==> config.mk <==
export PLATFORM = sky130hd
export DESIGN_NAME = muldiv_unit
export DESIGN_NICKNAME = d
export VERILOG_FILES = /design/src/rtl/riscv_pkg.sv /design/src/rtl/muldiv_step.sv /design/src/rtl/muldiv_unit.sv
export SDC_FILE = /design/constraint.sdc
export NUM_CORES = 1
export LEC_CHECK = 0
export BUFFER_PORTS_ARGS = -buffer_cell sky130_fd_sc_hd__buf_2
export CAP_MARGIN = 20
export CORE_AREA = 5 5 192 194
export CTS_CLUSTER_SIZE = 16
export DETAILED_ROUTE_END_ITERATION = 10
export DIE_AREA = 0 0 197 199
export HOLD_SLACK_MARGIN = 0.08
export SYNTH_ARGS = -nofsm -noshare
export SYNTH_HDL_FRONTEND = slang
export SYNTH_SLANG_ARGS = --single-unit
export TNS_END_PERCENT = 50
==> constraint.sdc <==
create_clock -name clk -period 4.09 [get_ports clk]
set_input_delay 0.818 -clock clk [delete_from_list [all_inputs] [get_ports clk]]
set_output_delay 0.818 -clock clk [all_outputs]
set_load 0.005 [all_outputs]
==> src/rtl/riscv_pkg.sv <==
// Shared RV32 definitions for the iterative multiply/divide unit.
// Operation codes follow funct3; state names follow the control FSM.
package riscv_pkg;

   localparam int unsigned XLEN = 32;

   typedef enum logic [2:0] {
      MUL    = 3'b000,
      MULH   = 3'b001,
      MULHSU = 3'b010,
      MULHU  = 3'b011,
      DIV    = 3'b100,
      DIVU   = 3'b101,
      REM    = 3'b110,
      REMU   = 3'b111
   } muldiv_op_t;

   typedef enum logic [2:0] {
      IDLE,
      SETUP,
      RUN,
      FIX,
      DONE
   } muldiv_state_t;

endpackage

==> src/rtl/muldiv_step.sv <==
// One radix-2 iteration: shift-add for multiply, restoring shift-subtract for divide.
// In divide mode the low accumulator half holds the dividend; quotient bits enter at bit 0.
module muldiv_step
   import riscv_pkg::*;
(
   input  logic [2*XLEN-1:0] acc_i,
   input  logic [XLEN-1:0]   operand_i,
   input  logic              is_div_i,
   output logic [2*XLEN-1:0] acc_o,
   output logic              q_bit_o
);

   logic [XLEN:0]   sum;
   logic [XLEN:0]   rem;
   logic [XLEN-1:0] rem_new;

   always_comb begin
      sum     = {1'b0, acc_i[2*XLEN-1:XLEN]} + (acc_i[0] ? {1'b0, operand_i} : '0);
      rem     = {acc_i[2*XLEN-1:XLEN], acc_i[XLEN-1]};
      rem_new = rem[XLEN-1:0];
      q_bit_o = 1'b0;
      acc_o   = {sum, acc_i[XLEN-1:1]};
      if (is_div_i) begin
         // True difference is below 2^XLEN, so the low bits alone are exact.
         if (rem >= {1'b0, operand_i}) begin
            rem_new = rem[XLEN-1:0] - operand_i;
            q_bit_o = 1'b1;
         end
         acc_o = {rem_new, acc_i[XLEN-2:0], 1'b0};
      end
   end

endmodule

==> src/rtl/muldiv_unit.sv <==
// Iterative RV32M multiply/divide unit with start/busy/done handshake.
// Works on magnitudes and applies the sign and divide special cases in the FIX state.
module muldiv_unit
   import riscv_pkg::*;
(
   input  logic            clk,
   input  logic            reset,
   input  logic            start,
   input  logic [2:0]      op,
   input  logic [XLEN-1:0] a,
   input  logic [XLEN-1:0] b,
   output logic            busy,
   output logic            done,
   output logic [XLEN-1:0] result,
   output logic            div_by_zero
);

   localparam int unsigned CntW = $clog2(XLEN);
   localparam logic [CntW-1:0] LastCnt = CntW'(XLEN - 1);

   muldiv_state_t     state_q, state_d;
   muldiv_op_t        op_q, op_d;
   logic [CntW-1:0]   cnt_q, cnt_d;
   logic [XLEN-1:0]   a_q, a_d;
   logic [XLEN-1:0]   b_q, b_d;
   logic [2*XLEN-1:0] acc_q, acc_d;
   logic              neg_res_q, neg_res_d;
   logic              b_zero_q, b_zero_d;
   logic              ovf_q, ovf_d;
   logic [XLEN-1:0]   result_q, result_d;
   logic              dbz_q, dbz_d;

   logic              sign_a, sign_b, sa, sb, is_div, accept;
   logic [2*XLEN-1:0] step_acc;
   logic              step_q_bit;
   logic [2*XLEN-1:0] prod;
   logic [XLEN-1:0]   quo, rem, fix_res;

   muldiv_step u_step (
      .acc_i     (acc_q),
      .operand_i (b_q),
      .is_div_i  (is_div),
      .acc_o     (step_acc),
      .q_bit_o   (step_q_bit)
   );

   always_comb begin
      sign_a = (op_q == MULH) || (op_q == MULHSU) || (op_q == DIV) || (op_q == REM);
      sign_b = (op_q == MULH) || (op_q == DIV) || (op_q == REM);
      sa     = sign_a & a_q[XLEN-1];
      sb     = sign_b & b_q[XLEN-1];
      is_div = op_q[2];
   end

   // Sign fix and special-case override, consumed in FIX.
   always_comb begin
      prod    = neg_res_q ? -acc_q : acc_q;
      quo     = neg_res_q ? -acc_q[XLEN-1:0] : acc_q[XLEN-1:0];
      rem     = neg_res_q ? -acc_q[2*XLEN-1:XLEN] : acc_q[2*XLEN-1:XLEN];
      fix_res = '0;
      unique case (op_q)
         MUL:                fix_res = prod[XLEN-1:0];
         MULH, MULHSU, MULHU: fix_res = prod[2*XLEN-1:XLEN];
         DIV, DIVU:          fix_res = b_zero_q ? '1 : (ovf_q ? {1'b1, {(XLEN-1){1'b0}}} : quo);
         REM, REMU:          fix_res = b_zero_q ? a_q : (ovf_q ? '0 : rem);
         default:            fix_res = '0;
      endcase
   end

   always_comb begin
      state_d   = state_q;
      op_d      = op_q;
      cnt_d     = cnt_q;
      a_d       = a_q;
      b_d       = b_q;
      acc_d     = acc_q;
      neg_res_d = neg_res_q;
      b_zero_d  = b_zero_q;
      ovf_d     = ovf_q;
      result_d  = result_q;
      dbz_d     = dbz_q;
      accept    = start && ((state_q == IDLE) || (state_q == DONE));

      case (state_q)
         SETUP: begin
            acc_d     = {{XLEN{1'b0}}, (sa ? -a_q : a_q)};
            b_d       = sb ? -b_q : b_q;
            neg_res_d = ((op_q == REM) || (op_q == REMU)) ? sa : (sa ^ sb);
            b_zero_d  = (b_q == '0);
            ovf_d     = ((op_q == DIV) || (op_q == REM)) &&
                        (a_q == {1'b1, {(XLEN-1){1'b0}}}) && (b_q == '1);
            cnt_d     = '0;
            state_d   = RUN;
         end
         RUN: begin
            acc_d = step_acc | {{(2*XLEN-1){1'b0}}, step_q_bit};
            cnt_d = cnt_q + 1'b1;
            if (cnt_q == LastCnt) state_d = FIX;
         end
         FIX: begin
            result_d = fix_res;
            dbz_d    = is_div & b_zero_q;
            state_d  = DONE;
         end
         DONE:    state_d = IDLE;
         default: state_d = IDLE;
      endcase

      if (accept) begin
         op_d    = muldiv_op_t'(op);
         a_d     = a;
         b_d     = b;
         dbz_d   = 1'b0;
         state_d = SETUP;
      end
   end

   always_ff @(posedge clk) begin
      if (!reset) begin
         state_q   <= IDLE;
         op_q      <= MUL;
         cnt_q     <= '0;
         a_q       <= '0;
         b_q       <= '0;
         acc_q     <= '0;
         neg_res_q <= 1'b0;
         b_zero_q  <= 1'b0;
         ovf_q     <= 1'b0;
         result_q  <= '0;
         dbz_q     <= 1'b0;
      end else begin
         state_q   <= state_d;
         op_q      <= op_d;
         cnt_q     <= cnt_d;
         a_q       <= a_d;
         b_q       <= b_d;
         acc_q     <= acc_d;
         neg_res_q <= neg_res_d;
         b_zero_q  <= b_zero_d;
         ovf_q     <= ovf_d;
         result_q  <= result_d;
         dbz_q     <= dbz_d;
      end
   end

   assign busy        = (state_q == SETUP) || (state_q == RUN) || (state_q == FIX);
   assign done        = (state_q == DONE);
   assign result      = result_q;
   assign div_by_zero = dbz_q;

endmodule

# Word level (Yosys, flattened, before mapping)
# Index checks and enable logic that the tools add are counted.
# W data, S select, Z words.
# word_totals
reg_bits	175
latchBits	0
mem_bits_rw	0
romBits	0
input_bits	70
mem_count	0
# classes
add_sub_neg	8
mul	0
div	0
order_cmp	1
n_eq_ne	16
n_shift	0
mux	23
bitwise	6
reduce_logical	24
# op_table
operator	n
$mux W32	12
$mux W64	2
$neg A32 Y32	4
$pmux W32 S4	1
$pmux W64 S2	1
$eq A32 B32 Y1 const B	2
$neg A64 Y64	1
$or A64 B1 Y64	1
$add A32 B33 Y33	1
$ge A33 B32 Y1	1
$logic_not A32 Y1	1
$sub A32 B32 Y32	1
$eq A3 B3 Y1 const B	5
$eq A3 B2 Y1 const B	4
$logic_or A1 B1 Y1	10
$pmux W5 S2	1
$pmux W3 S3	1
$eq A3 B1 Y1 const B	2
$logic_not A3 Y1	2
$reduce_bool A2 Y1	3
$reduce_or A2 Y1	3
$add A5 B1 Y5 const B	1
$eq A5 B5 Y1 const B	1
$mux W1	4
9 further kinds	13

# Logic depth before layout (Yosys ltp)
# Gate-level depths: netlist (run 1).
# logic_depth
depth_word	7
depth_mapped	15
depth_no_buf	14

# Modules after synthesis
# A second synthesis (run 1) with hierarchy kept.
# hier_totals
cells_unflattened	2145
hier_area_um2	15847.7
# modules_own_cells
mod	instances	cells_per_inst	area_per_inst_um2
muldiv_unit	1	1471	11088.1
muldiv_step	1	674	4759.6

# Least setup slack after synthesis (run 1)
# No wires, ideal clock.
# synth_path
kind	register -> register
startpoint	reg b_q[9]
endpoint	reg acc_q[62]
arrival_ns	3.145
required_ns	3.956
slack_ns	0.812
path_stages_with_launch	14
n_path_buf	2
path_cell_list	dfxtp_1 -> inv_1 -> ha_1 -> a21o_1 -> a21oi_1 -> a21oi_1 -> o31ai_1 -> a211oi_1 -> o31ai_1 -> clkbuf_1 -> clkbuf_1 -> nor2_1 -> a221oi_1 -> o211ai_1
# synth_via
elab_chain_cells	5
# synth_rtl
element	line_no	source
start: declaration	muldiv_unit.sv:25	logic [XLEN-1:0] b_q, b_d;
start signal: assignment	muldiv_unit.sv:124	b_q <= '0;
start signal: assignment	muldiv_unit.sv:136	b_q <= b_d;
$mux W32 (tied with other cells)	muldiv_step.sv:18	sum = {1'b0, acc_i[2*XLEN-1:XLEN]} + (acc_i[0] ? {1'b0, operand_i} : '0);
$add A32 B33 Y33 or $mux W32 (tied branches)	muldiv_step.sv:18, muldiv_step.sv:25	
$mux W64 (*)	muldiv_step.sv:23	if (is_div_i) begin
$or A64 B1 Y64 (*)	muldiv_unit.sv:96	acc_d = step_acc | {{(2*XLEN-1){1'b0}}, step_q_bit};
$pmux W64 S2 (*)	muldiv_unit.sv:84	case (state_q)
end signal: assignment	muldiv_unit.sv:125	acc_q <= '0;
end signal: assignment	muldiv_unit.sv:137	acc_q <= acc_d;
end: declaration	muldiv_unit.sv:26	logic [2*XLEN-1:0] acc_q, acc_d;
# Mark *: on every way between the ends. The rest lies on a longest branch, timed or not.
# A chain may end at the register's enable or synchronous reset.

# Worst setup path in the final report (run 1)
# layout_path
startpoint	reg b_q[4]
endpoint	reg acc_q[49]
# The elaborated chain is that of the path after synthesis.

==> results of run 1 <==
==> layer usage <==
metal	track usage	vias to the layer above
li1	-	7861
met1	0.442	7970
met2	0.439	880
met3	0.0664	110
met4	0.0937	2
met5	0	-
==> worst max-delay path by stage <==
stage | to | cells after the start
2_1_floorplan | acc_q[62] | 13
3_3_place_gp | acc_q[49] | 13
3_5_place_dp | acc_q[49] | 13
4_1_cts | acc_q[49] | 13
5_1_grt | acc_q[49] | 13
6_report | acc_q[49] | 13
==> critical path, delay by kind of cell (launching register included) <==
family                   cells  cell delay (ns)
AO/OA/AOI/OAI                8             2.11
adder cells (fa/ha/maj)      1             0.38
buffers and inverters        3             0.62
flip-flops                   1             0.42
multiplexers                 1             0.20
==> where the power goes <==
group / total [mW] / switching [mW] / internal [mW]
clock network: 1.73 / 0.900 / 0.825
registers: 2.01 / 0.201 / 1.81
logic: 1.74 / 1.11 / 0.634
total: 5.48 / 2.21 / 3.27
==> Yosys cell counts, types with 6 or more instances <==
cell,instances,area share
a31oi_1,26,0.010
a211oi_1,19,0.0092
o221ai_1,23,0.013
inv_1,61,0.015
o22ai_1,13,0.0052
and2_1,11,0.0044
dfxtp_1,175,0.23
nand2b_1,15,0.0061
clkbuf_1,146,0.035
nand2_1,299,0.072
xnor2_1,111,0.063
o211ai_1,20,0.0097
a311oi_1,8,0.0045
o21ai_1,6,0.0019
a221oi_1,10,0.0057
a22oi_1,19,0.0092
a21boi_0,46,0.022
nor2_1,170,0.041
o211a_1,40,0.026
nor3b_1,10,0.0048
nor4_1,27,0.011
and3_1,23,0.0093
xor2_1,65,0.037
a221o_1,7,0.0045
o21bai_1,6,0.0029
o21ai_0,165,0.053
o21a_1,15,0.0073
nand3_1,43,0.014
nand4_1,23,0.0093
a21oi_1,152,0.049
nor2b_1,25,0.010
a21o_1,31,0.015
o31ai_1,26,0.013
mux2i_1,36,0.023
or4_1,15,0.0073
or3_1,17,0.0069
ha_1,71,0.057
o41ai_1,11,0.0062
nor3_1,40,0.013
mux2_2,13,0.0094
==> area by class of cell <==
class                      instances  area [sq um]
fill                            3611         17800
multi-input combinational       1742         11200
sequential                       175          3510
timing repair buffer             185          1140
tap                              461           577
clock buffer                      17           425
inverter                          64           240
clock inverter                    15           164
==> per-stage QoR <==
step | hold slack [ns] | utilization
after floorplan | 0.415 | -
after global placement | 0.431 | 0.474
after detailed placement | 0.442 | 0.474
after CTS | 0.450 | 0.491
after global routing | 0.487 | 0.491
final | 0.450 | 0.491
==> flip-flops by register name, indices dropped and copies added (netlist names) <==
signal / flops
result: 32
a_q: 32
b_zero_q: 1
cnt_q: 5
ovf_q: 1
neg_res_q: 1
acc_q: 64
div_by_zero: 1
state_q: 3
b_q: 32
op_q: 3
==> logic make-up (layout without fill, tap and decap cells) <==
kind of cell,count (synthesis),after routing,share of synthesized area
adder cells (fa/ha/maj),73,73,0.0599
XOR/XNOR,176,176,0.0995
AO/OA/AOI/OAI,689,689,0.296
flip-flops,175,175,0.226
multiplexers,49,49,0.0327
buffers and inverters,222,281,0.0552
AND/OR/NAND/NOR,755,755,0.230
==> results.cfg, run 1 <==
[run_status]
status = finished, final reports clean

[worst_setup_path]
ff2ff_path_depth = 13
worstReg2RegStart = b_q[4]
regToRegEndpoint = acc_q[49]
worst-setup-path-type = reg2reg
crit_top_cell = buf_4
critPathLaunchType = flip-flop
crit_chain = inv_1, ha_1, a21o_1, a31oi_1, a2111oi_0, o31ai_1, a211oi_1, buf_4, o31ai_4, buf_4, mux2i_1, a21oi_1, a22o_1
cp.arrival_ns = 4.18
crit_path_end_kind = flip-flop
cp_slowest_stage_delay_ns = 0.68
cp_max_fo = 17
crit_slowest_cell = o31ai_4
worstPathRequired_ns = 4.45
reg2reg_slack_ns = 0.26
critPathLaunch = b_q[4]

[finish]
nets = 2328
mostFrequentLayoutCells = 298 x nand2_1, 173 x dfxtp_1, 170 x nor2_1
n_antenna_cell = 0
drive_above_1_share = 0.119
final_cells = 2659
fin_area_sq_um = 17200
layout_commonest_cell = nand2_1
area_growth_pct = 11.1

[die]
start_util = 0.442
core_area_sq_um = 35100
dieArea_sq_um = 39200
io_pins = 105
rows = 69
die-height_microns = 199
die_x_microns = 197

[route]
wl_met3_mm = 6.49
antenna_left = 0
via_count = 16800
routed_wirelength_mm = 60.9
remaining_drc_errors = 0
wl_met2_mm = 25.0
m1WireLength_mm = 27.6
vias_per_cell = 6.33
drtIter0Drc = 2268
drtPass1Iterations = 6
avgRoutedWirePerCell_microns = 22.9
top_layer_used = met5

[timing]
period_minus_slack_ns = 3.83
max_freq_mhz = 261
setup_viol = 0
max_slew_margin = 0.223
drv_slew = 0
fin_setup_tns_ns = 0
worst_pin_slew_ns = 1.16
rsz0062_at_grt = false
skew_ns = 0.0156
finalCritPeriodShare = 0.935
hold_violations = 0
setup_ws_ns = 0.265

[synthesis]
yosys_warnings = 0
syn_nets = 2282
ys.flop_type = dfxtp_1
synth_edf_count = 0
netlist_area_sq_um = 15500
syn_inst = 2139
avgSynthCellArea_sq_um = 7.24
synthArstFlopShare = 0
synth-seq-cells = 175
synth_cell_type_count = 84
ys_seq_area_frac = 0.226

[clock_tree]
hold_buffers = 0
clkSinkCount = 175
post-cts-setup-buffers = 0
cts_max_level = 4
cts_max_path_buffers = 2
cts_tree = done
root_buffer = clkbuf_16
ctsResizeCount = 0
cts_buffers = 17
clkLatencyLatePin_ns = 0.46
clk_pin_slew_ns = 0.09

[power]
power_mw = 5.48
power_density_nw_per_um2 = 318
p_leak_nw = 7.42
peakVddDrop_mv = 0.270

[global_route]
antenna_found_initial = 1
grt_max_degree = 102
grt_util_all_layers = 0.301
grt_pass1_wl_mm = 92.4
grt-ovfl-total = 0
first_global_vias = 15500

[place]
io_buffers = 104
preCtsSetupSlack_ns = 0.367
dp_hpwl_mm = 46.4
place_inst = 2627
placed_cell_area_sq_um = 16600
place.gp.congestion = 0.995

[min_path]
min_to = result[30]
hp-class = reg2reg
hold-path-cell-count = 2
hold_path.startpoint = result[30]

[flow_run]
maxCapViolCount = 0
(Power assumes the default switching activity.)
==> run 2: changes to the inputs <==
--- a/config.mk
+++ b/config.mk
@@ -7,11 +7,12 @@
 export LEC_CHECK = 0
 export BUFFER_PORTS_ARGS = -buffer_cell sky130_fd_sc_hd__buf_2
 export CAP_MARGIN = 20
-export CORE_AREA = 5 5 192 194
+export CORE_AREA = 5 5 183 185
 export CTS_CLUSTER_SIZE = 16
 export DETAILED_ROUTE_END_ITERATION = 10
-export DIE_AREA = 0 0 197 199
+export DIE_AREA = 0 0 188 190
 export HOLD_SLACK_MARGIN = 0.08
+export PLACE_DENSITY = 0.76
 export SYNTH_ARGS = -nofsm -noshare
 export SYNTH_HDL_FRONTEND = slang
 export SYNTH_SLANG_ARGS = --single-unit
==> run 2 against run 1 <==
Net effect: count of clock-buffer cells in the layout stayed put; utilization increased by 4.6 points; wire length decreased by 2.2%; die area is 8.9% lower; total power grew 0.89%; sequential power about the same; worst setup slack improved by 0.0012 ns; register-to-register slack barely moved; critical endpoint is now acc_q[59]; non-clock buffer count fell by 8; first-iteration DRC count down 8.0%; hold slack got worse by 0.0015 ns.
==> results.cfg, run 2 (synthesized netlist as in run 1, its figures left out) <==
[power]
seqPwrFrac = 0.362
p_clk_frac = 0.318
peakVddDrop_mv = 0.323
combPwrFrac = 0.320
switching_share = 0.390
p_leak_nw = 7.40
p_sw_mw = 2.16
p_int_mw = 3.37
power_density_nw_per_um2 = 323

[timing]
skew_ns = 0.0169
setup_viol = 0
drv_slew = 0
hold_violations = 0
worst_pin_slew_ns = 1.08
period_minus_slack_ns = 3.82
rsz0062_at_grt = false
finalCritPeriodShare = 0.935
max_slew_margin = 0.270
fin_setup_tns_ns = 0
max_freq_mhz = 261

[worst_setup_path]
critPathLaunchType = flip-flop
cp_max_fo = 28
crit_path_end_kind = flip-flop
cp.arrival_ns = 4.23
worst-setup-path-type = reg2reg
worstPathRequired_ns = 4.50

[die]
dieArea_sq_um = 35700
die-height_microns = 190
io_pins = 105
die_x_microns = 188
start_util = 0.486
rows = 66
core_area_sq_um = 31900

[min_path]
hp-class = reg2reg

[place]
place.gp.congestion = 1.01
io_buffers = 104
dp_hpwl_mm = 45.5
place_inst = 2566

[route]
drtIter0Drc = 2087
vias_per_cell = 6.50
drtPass1Iterations = 6
routed_wirelength_mm = 59.6
avgRoutedWirePerCell_microns = 22.9
antenna_left = 0
remaining_drc_errors = 0
via_count = 16900

[clock_tree]
cts_tree = done
clkSinkCount = 175
cts_max_path_buffers = 2
cts_max_level = 4
root_buffer = clkbuf_16
clkLatencyLatePin_ns = 0.47
post-cts-setup-buffers = 0
clk_pin_slew_ns = 0.07
cts_buffers = 17

[run_status]
status = finished, final reports clean

[finish]
n_fill_cell = 3123
largest-register = acc_q
final_cells = 2599
layout_commonest_cell = nand2_1
mostFrequentLayoutCells = 298 x nand2_1, 173 x dfxtp_1, 170 x nor2_1
area_growth_pct = 10.5
largest_reg_flops = 64
nets = 2320
drive_above_1_share = 0.116

[global_route]
grt_util_all_layers = 0.320
first_global_vias = 15500
grt_max_degree = 98
grt-ovfl-total = 0
antenna_found_initial = 1
grt_pass1_wl_mm = 90.9

[flow_run]
maxCapViolCount = 0
==> run 2: cell types whose count changed in the layout (fill, tap and decap cells not counted), sizes merged <==
cell	delta
buf	-8
bufinv	+2
diode	+1
clkinv	-1
inv	-2
clkinvlp	+1
==> run 2: per-layer routing <==
layer | GRT usage | share of wire
met1 | 0.468 | 0.45
met2 | 0.471 | 0.42
met3 | 0.0738 | 0.11
met4 | 0.0912 | 0.026
met5 | 0 | 0
==> run 2: worst max-delay path, stage by stage, from the launching register on <==
cell and delay (ns):
dfxtp_1 0.39, inv_1 0.13, ha_1 0.31, nor2b_1 0.16, o2111ai_1 0.21, a2111oi_1 0.79, o31ai_1 0.23, a211oi_1 0.36
buf_4 0.21, o31ai_4 0.10, buf_12 0.19, or3b_2 0.44, a21oi_1 0.15, a211o_1 0.11
==> run 2: path summary, 6_finish.rpt <==
path	startpoint	slack (ns)	end	depth (start not counted)
worst max-delay path	b_q[1]	0.27	acc_q[59]	13
worst min-delay path	cnt_q[3]	0.45	cnt_q[3]	1
worst max register to register	b_q[1]	0.27	acc_q[59]	13
worst min register to register	cnt_q[3]	0.45	cnt_q[3]	1
==> run 2: stage by stage <==
step / setup WS [ns] / util / power, mW / cell area, sq um / hold slack [ns]
after global routing: 0.147 / 0.537 / 5.76 / 17100 / 0.473
final: 0.266 / 0.537 / 5.53 / 17100 / 0.448
after global placement: 0.298 / 0.518 / 3.71 / 16500 / 0.432
after floorplan: 0.812 / - / 3.16 / 15500 / 0.415
after CTS: 0.188 / 0.537 / 5.49 / 17100 / 0.445
after detailed placement: 0.227 / 0.518 / 3.74 / 16500 / 0.437
==> run 2: power by group through the flow <==
stage | combinational [mW] | sequential [mW] | clock [mW]
floorplan | 1.22 | 1.94 | 0
global placement | 1.68 | 2.03 | 0
detailed placement | 1.70 | 2.03 | 0
CTS | 1.71 | 1.99 | 1.78
global route | 1.91 | 2.02 | 1.84
finish | 1.77 | 2.00 | 1.76
==> run 2: area by class of cell <==
class / count / area [sq um] / share of cell area
Multi-Input combinational cell: 1742 / 11200 / 0.652
Inverter: 64 / 240 / 0.0140
Tap cell: 408 / 510 / 0.0298
Antenna cell: 1 / 2.50 / 0.000146
Timing Repair Buffer: 177 / 1100 / 0.0640
Clock buffer: 17 / 425 / 0.0248
Sequential cell: 175 / 3510 / 0.205
Clock inverter: 15 / 179 / 0.0104
==> run 2: timing repair <==
action,CTS,global route
hold buffers,0,0
endpoints found under the setup margin,0,1
gates resized for setup,0,1
==> run 3: changes to the inputs <==
--- a/config.mk
+++ b/config.mk
@@ -11,6 +11,7 @@
 export CTS_CLUSTER_SIZE = 16
 export DETAILED_ROUTE_END_ITERATION = 10
 export DIE_AREA = 0 0 188 190
+export GPL_TIMING_DRIVEN = 0
 export HOLD_SLACK_MARGIN = 0.08
 export PLACE_DENSITY = 0.76
 export SYNTH_ARGS = -nofsm -noshare
==> run 3 against run 2 <==
Net effect: wire length rose by 21%; sequential cell count stayed put; combinational power increased by 8%; register-to-register slack lost 0.19 ns; worst setup slack worse by 0.19 ns; clock skew down 0.0016 ns; sequential share of layout area fell by 0.12 points; via count up 6.1%; utilization increased by 0.29 points; clock power fell by 4%; count of clock-buffer cells in the layout increased by 2; first-iteration DRC count rose by 6.8%; critical endpoint is now acc_q[56]; largest cell class unchanged; highest routed layer is now met5.
==> results.cfg, run 3 (synthesized netlist as in run 1, its figures left out) <==
[timing]
setup_viol = 0
hold_violations = 0
finalCritPeriodShare = 0.982
skew_ns = 0.0153
hold-worst-slack_ns = 0.451
drv_slew = 0
max_freq_mhz = 249
max_slew_margin = 0.230
period_minus_slack_ns = 4.01
fin_setup_tns_ns = 0
rsz0062_at_grt = false
worst_pin_slew_ns = 1.14

[run_status]
status = finished, final reports clean

[die]
die_x_microns = 188
core_area_sq_um = 31900
io_pins = 105
die-height_microns = 190
rows = 66
dieArea_sq_um = 35700
start_util = 0.486

[place]
dp_hpwl_mm = 56.0
placed_cell_area_sq_um = 16600
io_buffers = 104
place.gp.congestion = 1.03

[route]
drtPass1Iterations = 6
drtIter0Drc = 2229
routed_wirelength_mm = 71.8
avgRoutedWirePerCell_microns = 26.7
via_count = 17900
antenna_left = 0
vias_per_cell = 6.67
remaining_drc_errors = 0

[global_route]
grt_pass1_wl_mm = 106
first_global_vias = 16900
antenna_found_initial = 2
grt_util_all_layers = 0.388
grt-ovfl-total = 0
grt_max_degree = 17

[clock_tree]
clk_pin_slew_ns = 0.07
root_buffer = clkbuf_16
clkSinkCount = 175
hold_buffers = 0
cts_max_level = 4
cts_tree = done
clkLatencyLatePin_ns = 0.47
cts_max_path_buffers = 2
cts_buffers = 17

[flow_run]
maxCapViolCount = 0

[min_path]
hp-class = reg2reg
hold_path.startpoint = cnt_q[3]

[worst_setup_path]
critPathLaunch = acc_q[0]
critPathLaunchType = flip-flop
worstReg2RegStart = acc_q[0]
crit_path_end_kind = flip-flop
worstPathRequired_ns = 4.40
worst-setup-path-type = reg2reg
cp_max_fo = 10
cp.arrival_ns = 4.33

[finish]
largest-register = acc_q
drive_above_1_share = 0.0908
mostFrequentLayoutCells = 299 x nand2_1, 174 x dfxtp_1, 170 x nor2_1
layout_commonest_cell = nand2_1
n_fill_cell = 3156
fin_area_sq_um = 17200
n_antenna_cell = 0
nets = 2409
largest_reg_flops = 64
area_growth_pct = 11.1
final_util = 0.540

[power]
power_mw = 5.59
peakVddDrop_mv = 0.410
p_leak_nw = 7.30
power_density_nw_per_um2 = 324
==> run 3: per-stage QoR <==
step | worst slack [ns] | cells
final | 0.0756 | 2687
after global routing | 0.00528 | 2687
after CTS | 0.0000870 | 2686
after detailed placement | -0.637 | 2654
after global placement | -0.674 | 2651
after floorplan | 0.812 | 2139
==> run 3: critical path: stages, from the launching register on <==
cell and delay, ns:
dfxtp_2 0.39, clkinv_2 0.15, clkbuf_2 0.36, nor2_1 0.10, ha_1 0.22, a211oi_1 0.28, nor3_1 0.17, o41ai_2 0.64
nand3_1 0.35, a311oi_4 0.43, nor2_1 0.07, a311oi_1 0.31, xor2_1 0.23, o221ai_1 0.15
==> run 3: final timing paths <==
path | slack (ns) | cells after the start | to
setup / recovery | 0.08 | 13 | acc_q[56]
hold / removal | 0.45 | 1 | cnt_q[3]
setup reg to reg | 0.08 | 13 | acc_q[56]
hold reg to reg | 0.45 | 1 | cnt_q[3]
==> run 3: layer usage <==
layer  share of wire  track usage  up-vias
met4           0.040        0.149        2
li1                -            -     8012
met5         0.00024            0        -
met3            0.13        0.130      194
met1            0.43        0.543     8504
met2            0.40        0.551     1221
==> run 3: final cells by class <==
type / count / area, sq um / area share
multi-input combinational: 1742 / 11200 / 0.651
clock inverter: 13 / 126 / 0.00734
clock buffer: 19 / 443 / 0.0257
buffer: 158 / 636 / 0.0369
sequential: 175 / 3500 / 0.204
inverter: 64 / 241 / 0.0140
tap: 408 / 510 / 0.0296
timing repair buffer: 108 / 549 / 0.0319
==> run 3: report_power, final <==
part / leakage [nW] / total [mW] / switching (mW) / internal (mW)
Sequential: 1.43 / 1.98 / 0.162 / 1.81
Clock: 0.273 / 1.69 / 0.827 / 0.867
Combinational: 5.60 / 1.92 / 1.29 / 0.624
Total: 7.30 / 5.59 / 2.28 / 3.30
==> run 3: what timing repair did <==
action / 4_1_cts / 5_1_grt
pin swaps: 0 / 1
setup buffers: 0 / 0
endpoints found under the setup margin: 31 / 27
gates resized for setup: 13 / 19
endpoints found under the hold margin: 0 / 0
